### src/rtl/div_unit.sv
// Multi-cycle radix-2 restoring divider (DIV/DIVU): quotient on div_loE, remainder on div_hiE.
// Define DIV_BYZERO_FAST_EN to finish a divide by zero one cycle after it is accepted.
module div_unit #(
    parameter int WIDTH = 32
) (
    input  logic             clk,
    input  logic             rst,
    input  logic             div_startE,
    input  logic             div_signedE,
    input  logic             div_annulE,
    input  logic [WIDTH-1:0] srcaE,
    input  logic [WIDTH-1:0] srcbE,
    output logic             div_stallE,
    output logic             div_readyE,
    output logic [WIDTH-1:0] div_hiE,
    output logic [WIDTH-1:0] div_loE
);

    localparam int CW = $clog2(WIDTH + 1);

    localparam logic [1:0] S_IDLE = 2'd0;
    localparam logic [1:0] S_BUSY = 2'd1;
    localparam logic [1:0] S_DONE = 2'd2;

    logic [1:0]       r_state;
    logic [CW-1:0]    r_count;
    logic [WIDTH-1:0] r_rem;
    logic [WIDTH-1:0] r_quo;
    logic [WIDTH-1:0] r_dvs;
    logic             r_neg_q;
    logic             r_neg_r;
    logic [WIDTH-1:0] r_hi;
    logic [WIDTH-1:0] r_lo;

    logic             w_accept;
    logic             w_a_neg;
    logic             w_b_neg;
    logic [WIDTH-1:0] w_a_mag;
    logic [WIDTH-1:0] w_b_mag;
    logic [WIDTH:0]   w_shift;
    logic             w_ge;
    logic [WIDTH-1:0] w_sub;
    logic [WIDTH-1:0] w_rem_nxt;
    logic [WIDTH-1:0] w_quo_nxt;
    logic [WIDTH-1:0] w_hi_fix;
    logic [WIDTH-1:0] w_lo_fix;

    assign w_accept = (r_state == S_IDLE) && div_startE && !div_annulE;
    assign w_a_neg  = div_signedE && srcaE[WIDTH-1];
    assign w_b_neg  = div_signedE && srcbE[WIDTH-1];
    assign w_a_mag  = w_a_neg ? -srcaE : srcaE;
    assign w_b_mag  = w_b_neg ? -srcbE : srcbE;

    // Partial remainder is always below the divisor, so WIDTH bits hold it; the
    // shifted value needs one extra bit only for the compare.
    assign w_shift   = {r_rem, r_quo[WIDTH-1]};
    assign w_ge      = (w_shift >= {1'b0, r_dvs});
    assign w_sub     = w_shift[WIDTH-1:0] - r_dvs;
    assign w_rem_nxt = w_ge ? w_sub : w_shift[WIDTH-1:0];
    assign w_quo_nxt = {r_quo[WIDTH-2:0], w_ge};
    assign w_lo_fix  = r_neg_q ? -w_quo_nxt : w_quo_nxt;
    assign w_hi_fix  = r_neg_r ? -w_rem_nxt : w_rem_nxt;

    assign div_stallE = w_accept || (r_state == S_BUSY);
    assign div_readyE = (r_state == S_DONE);
    assign div_hiE    = r_hi;
    assign div_loE    = r_lo;

    // NOTE: every register here, datapath included, is cleared by reset and
    // written with non-blocking assignments so all updates take effect together.
    always_ff @(posedge clk or posedge rst) begin
        if (rst) begin
            r_state <= S_IDLE;
            r_count <= '0;
            r_rem   <= '0;
            r_quo   <= '0;
            r_dvs   <= '0;
            r_neg_q <= 1'b0;
            r_neg_r <= 1'b0;
            r_hi    <= '0;
            r_lo    <= '0;
        end else begin
            case (r_state)
                S_IDLE: begin
                    if (w_accept) begin
                        r_rem   <= '0;
                        r_quo   <= w_a_mag;
                        r_dvs   <= w_b_mag;
                        r_neg_q <= w_a_neg ^ w_b_neg;
                        r_neg_r <= w_a_neg;
                        r_count <= CW'(WIDTH);
                        r_state <= S_BUSY;
`ifdef DIV_BYZERO_FAST_EN
                        // Zero divisor: all-ones magnitude quotient, dividend as remainder.
                        if (srcbE == '0) begin
                            r_count <= '0;
                            r_state <= S_DONE;
                            r_hi    <= srcaE;
                            r_lo    <= w_a_neg ? {{(WIDTH-1){1'b0}}, 1'b1} : '1;
                        end
`endif
                    end
                end
                S_BUSY: begin
                    if (div_annulE) begin
                        r_count <= '0;
                        r_state <= S_IDLE;
                    end else begin
                        r_rem   <= w_rem_nxt;
                        r_quo   <= w_quo_nxt;
                        r_count <= r_count - 1'b1;
                        if (r_count == CW'(1)) begin
                            r_state <= S_DONE;
                            r_hi    <= w_hi_fix;
                            r_lo    <= w_lo_fix;
                        end
                    end
                end
                S_DONE:  r_state <= S_IDLE;
                default: r_state <= S_IDLE;
            endcase
        end
    end

endmodule

### config.mk
export PLATFORM = sky130hd
export DESIGN_NAME = div_unit
export DESIGN_NICKNAME = d
export VERILOG_FILES = /design/src/rtl/div_unit.sv
export SDC_FILE = /design/constraint.sdc
export NUM_CORES = 1
export LEC_CHECK = 0
export ABC_AREA = 0
export CAP_MARGIN = 20
export CORE_ASPECT_RATIO = 1.75
export CORE_MARGIN = 2
export CORE_UTILIZATION = 30
export DETAILED_ROUTE_END_ITERATION = 16
export DONT_BUFFER_PORTS = 1
export PLACE_DENSITY = 0.52
export SYNTH_ARGS = -nofsm -noshare
export SYNTH_HDL_FRONTEND = slang
export SYNTH_SLANG_ARGS = --single-unit
### constraint.sdc
create_clock -name clk -period 6.8 [get_ports clk]
set_input_delay 0.68 -clock clk [delete_from_list [all_inputs] [get_ports clk]]
set_output_delay 0.68 -clock clk [all_outputs]
set_load 0.02 [all_outputs]
==> flow_summary.ini <==
[sta]
finalCritPeriodShare = 0.7499
hold-worst-slack_ns = 0.1787
drv_slew = 0
clock.fmax_ghz = 0.1961
setup_slack_ns = 1.701
fin_skew_ns = 0.01368
fin_setup_tns_ns = 0
rsz0062_at_grt = no
layout_min_cycle_time_ns = 5.099
setup_viol = 0
worstMarginPinSlew_ns = 1.040
hold_violations = 0
slew_headroom = 0.3067

[global_routing]
grt_max_degree = 88
grt_usage = 0.2058
antenna_found_initial = 0
gr-total-overflow = 0
grt_pass1_vias = 10600
met3_usage = 0.03204
grt_pass1_wl_um = 63730
gr-max-usage-layer = met2
gr-usage-met1 = 0.1921
use_met2 = 0.3983

[logic_synthesis]
async_reset_ff_frac = 1.000
synth_seq_cells = 170
synthDistinctLibCells = 86
synth-compound-area-share = 0.2383
synthCells = 1479
synth_seq_area_share = 0.3579
synthAdderAreaFrac = 0.04169
yosys.area_share.simple = 0.2015
synth_edf_count = 0
synthMuxAreaShare = 0.01358
synth_area_per_cell_um2 = 8.036
syn_area_um2 = 11890
synth_top_area_share = 0.3579
synth_nets = 1587
synth_warnings = 0
synth.area.top_cells = dfrtp_1 36%, o21ai_0 8.8%, nand2_1 7.8%
yosysTopAreaCell = dfrtp_1
synth_top_family_by_area = compound AO/OA/AOI/OAI gates
synthXorXnorAreaFrac = 0.1017
synth_ff_type = dfrtp_1

[pwr]
vdd_drop_max_v = 0.0002222
finalPower_mw = 6.726
power_frac_clock = 0.141
power.leakage_nw = 5.384
switching_share = 0.5226
power_frac_comb = 0.587
p_per_area_nw_per_um2 = 523.9
power_frac_seq = 0.272
switching_power_mw = 3.516
power.internal_mw = 3.211

[clocking]
cts_tree = built
cts_buffers = 17
root_buffer = clkbuf_16
htree_num_levels = 4
clkSlewWorstSetupHoldPaths_ns = 0.07
cts-resized-gates = 0
clock-sinks = 170
cts_hold_buf = 0
clockBufferDepth = 2
worstSkewPairLatency_ns = 0.46
post_cts_buffers = 0

[floorplan]
die_w_um = 154.5
die_area_um2 = 41290
start_util = 0.3035
die_y_um = 267.3
num_rows = 96
ios = 135
core_um2 = 39160

[critical_path]
cp_top_family = compound AO/OA/AOI/OAI gates
critical_path_buf_inv_count = 0
path_class = reg -> reg
cp-end-kind = register
reg2reg_to = div_hiE[16]$_DFFE_PP0P_
cp_max_fo = 46
crit_chain = ha_1 > a21oi_1 > o21ai_0 > a221oi_2 > a2111o_4 > nand2_8 > o21ai_0 > ha_1 > nand3b_1 > o32ai_1 > nand3b_1 > o31ai_1 > xnor2_1 > o21ai_0
critical_path_arrival_ns = 5.41
slowest_delay_ns = 0.82
reg2regPathDepth = 14
slowest_stage = o32ai_1
critPathLaunchType = register
crit_path_frequent_cell = o21ai_0
reg2reg_from = r_rem[15]$_DFFE_PP0P_
required_ns = 7.11
reg2reg_slack_ns = 1.70

[cells_and_area]
drive_gt1_frac = 0.05344
n_antenna_cell = 0
multi_input_area_um2 = 7122
areaGrowthSynthToFinish_pct = 8.032
layout_common_cells = 245 x nand2_1, 210 x o21ai_0, 170 x dfrtp_1
final_common_cell = nand2_1
nFillCells = 4249
regArea_um2 = 4254
nets = 1538

[route]
wl_per_cell_um = 21.56
drt_pre_antenna_iters = 6
drt_iter0_markers = 543
drc = 0
viasPerCell = 5.499
routed_wl_um = 41630
ant_nets = 0
via_count = 10620

[status]
outcome = finished clean

[place]
hpwlAfterDp_um = 32390
place.port_buffers = 0
place_congestion = 0.9214
dp_slack_ns = 1.732

[job]
max_cap_viol_count = 0

[worst_hold_path]
min_path_type = in -> async
-- logic make-up (layout without fill, tap and decap cells) --
| kind of cell | Yosys count | count (layout) |
|---|---|---|
| AND/OR/NAND/NOR | 507 | 507 |
| AO/OA/AOI/OAI | 474 | 474 |
| flip-flops | 170 | 170 |
| XOR/XNOR | 138 | 138 |
| buffers and inverters | 135 | 97 |
| adder cells (fa/ha/maj) | 39 | 39 |
| multiplexers | 16 | 16 |
-- cell type report --
type,instances,area share
Sequential cell,170,0.3313
Multi-Input combinational cell,1174,0.5547
Clock inverter,7,0.005360
Clock buffer,23,0.03722
Tap cell,490,0.04775
Inverter,55,0.01666
Timing Repair Buffer,12,0.007016
-- sequential cells by signal (all words and copies together), names as in the netlist --
name,flops
div_loE,32
div_hiE,32
r_dvs,32
r_quo,32
r_count,6
r_state,2
r_neg_q,1
r_rem,32
r_neg_r,1
-- per-layer routing --
layer  share of wire  routed length (um)
met1            0.33               13870
met2            0.56               23210
met3           0.032                1318
met4           0.078                3235
met5               0                   0
-- worst max-delay path by stage --
| stage | slack (ns) | end | depth (start not counted) | from |
|---|---|---|---|---|
| 2_1_floorplan | 1.52 | div_hiE[0]$_DFFE_PP0P_ | 1 | rst |
| 3_3_place_gp | 1.82 | div_hiE[30]$_DFFE_PP0P_ | 15 | r_rem[13]$_DFFE_PP0P_ |
| 3_5_place_dp | 1.73 | div_hiE[30]$_DFFE_PP0P_ | 15 | r_rem[14]$_DFFE_PP0P_ |
| 4_1_cts | 1.70 | div_hiE[30]$_DFFE_PP0P_ | 15 | r_rem[14]$_DFFE_PP0P_ |
| 5_1_grt | 1.29 | div_hiE[30]$_DFFE_PP0P_ | 15 | r_rem[15]$_DFFE_PP0P_ |
| 6_report | 1.70 | div_hiE[16]$_DFFE_PP0P_ | 14 | r_rem[15]$_DFFE_PP0P_ |
-- per-stage QoR --
stage / util / cells / instance area, um2
after global placement: 0.3139 / 1901 / 12290
after global routing: 0.3279 / 1931 / 12840
after floorplan: - / 1479 / 11890
after CTS: 0.3279 / 1931 / 12840
final: 0.3279 / 1931 / 12840
after detailed placement: 0.3139 / 1901 / 12290
-- power by group through the flow --
stage	Sequential, mW	Combinational (mW)	Clock, mW
CTS	1.84	3.94	0.981
global route	1.88	4.32	1.01
global placement	1.85	3.91	0
detailed placement	1.85	3.92	0
floorplan	1.70	2.84	0
finish	1.83	3.95	0.950
-- synth_stat cells, types with 14 or more instances --
library cell	number
buf_2	14
nor2_1	93
a21oi_1	107
clkbuf_1	59
mux2i_1	15
nand3_1	17
or4_1	15
o21ai_0	210
nor3_1	31
o21ai_1	18
xor2_1	74
o31ai_1	29
nand2_1	246
a31oi_1	14
xnor2_1	64
or3_1	23
ha_1	38
dfrtp_1	170
inv_1	53
No activity file was read; power rests on OpenSTA's default activity.
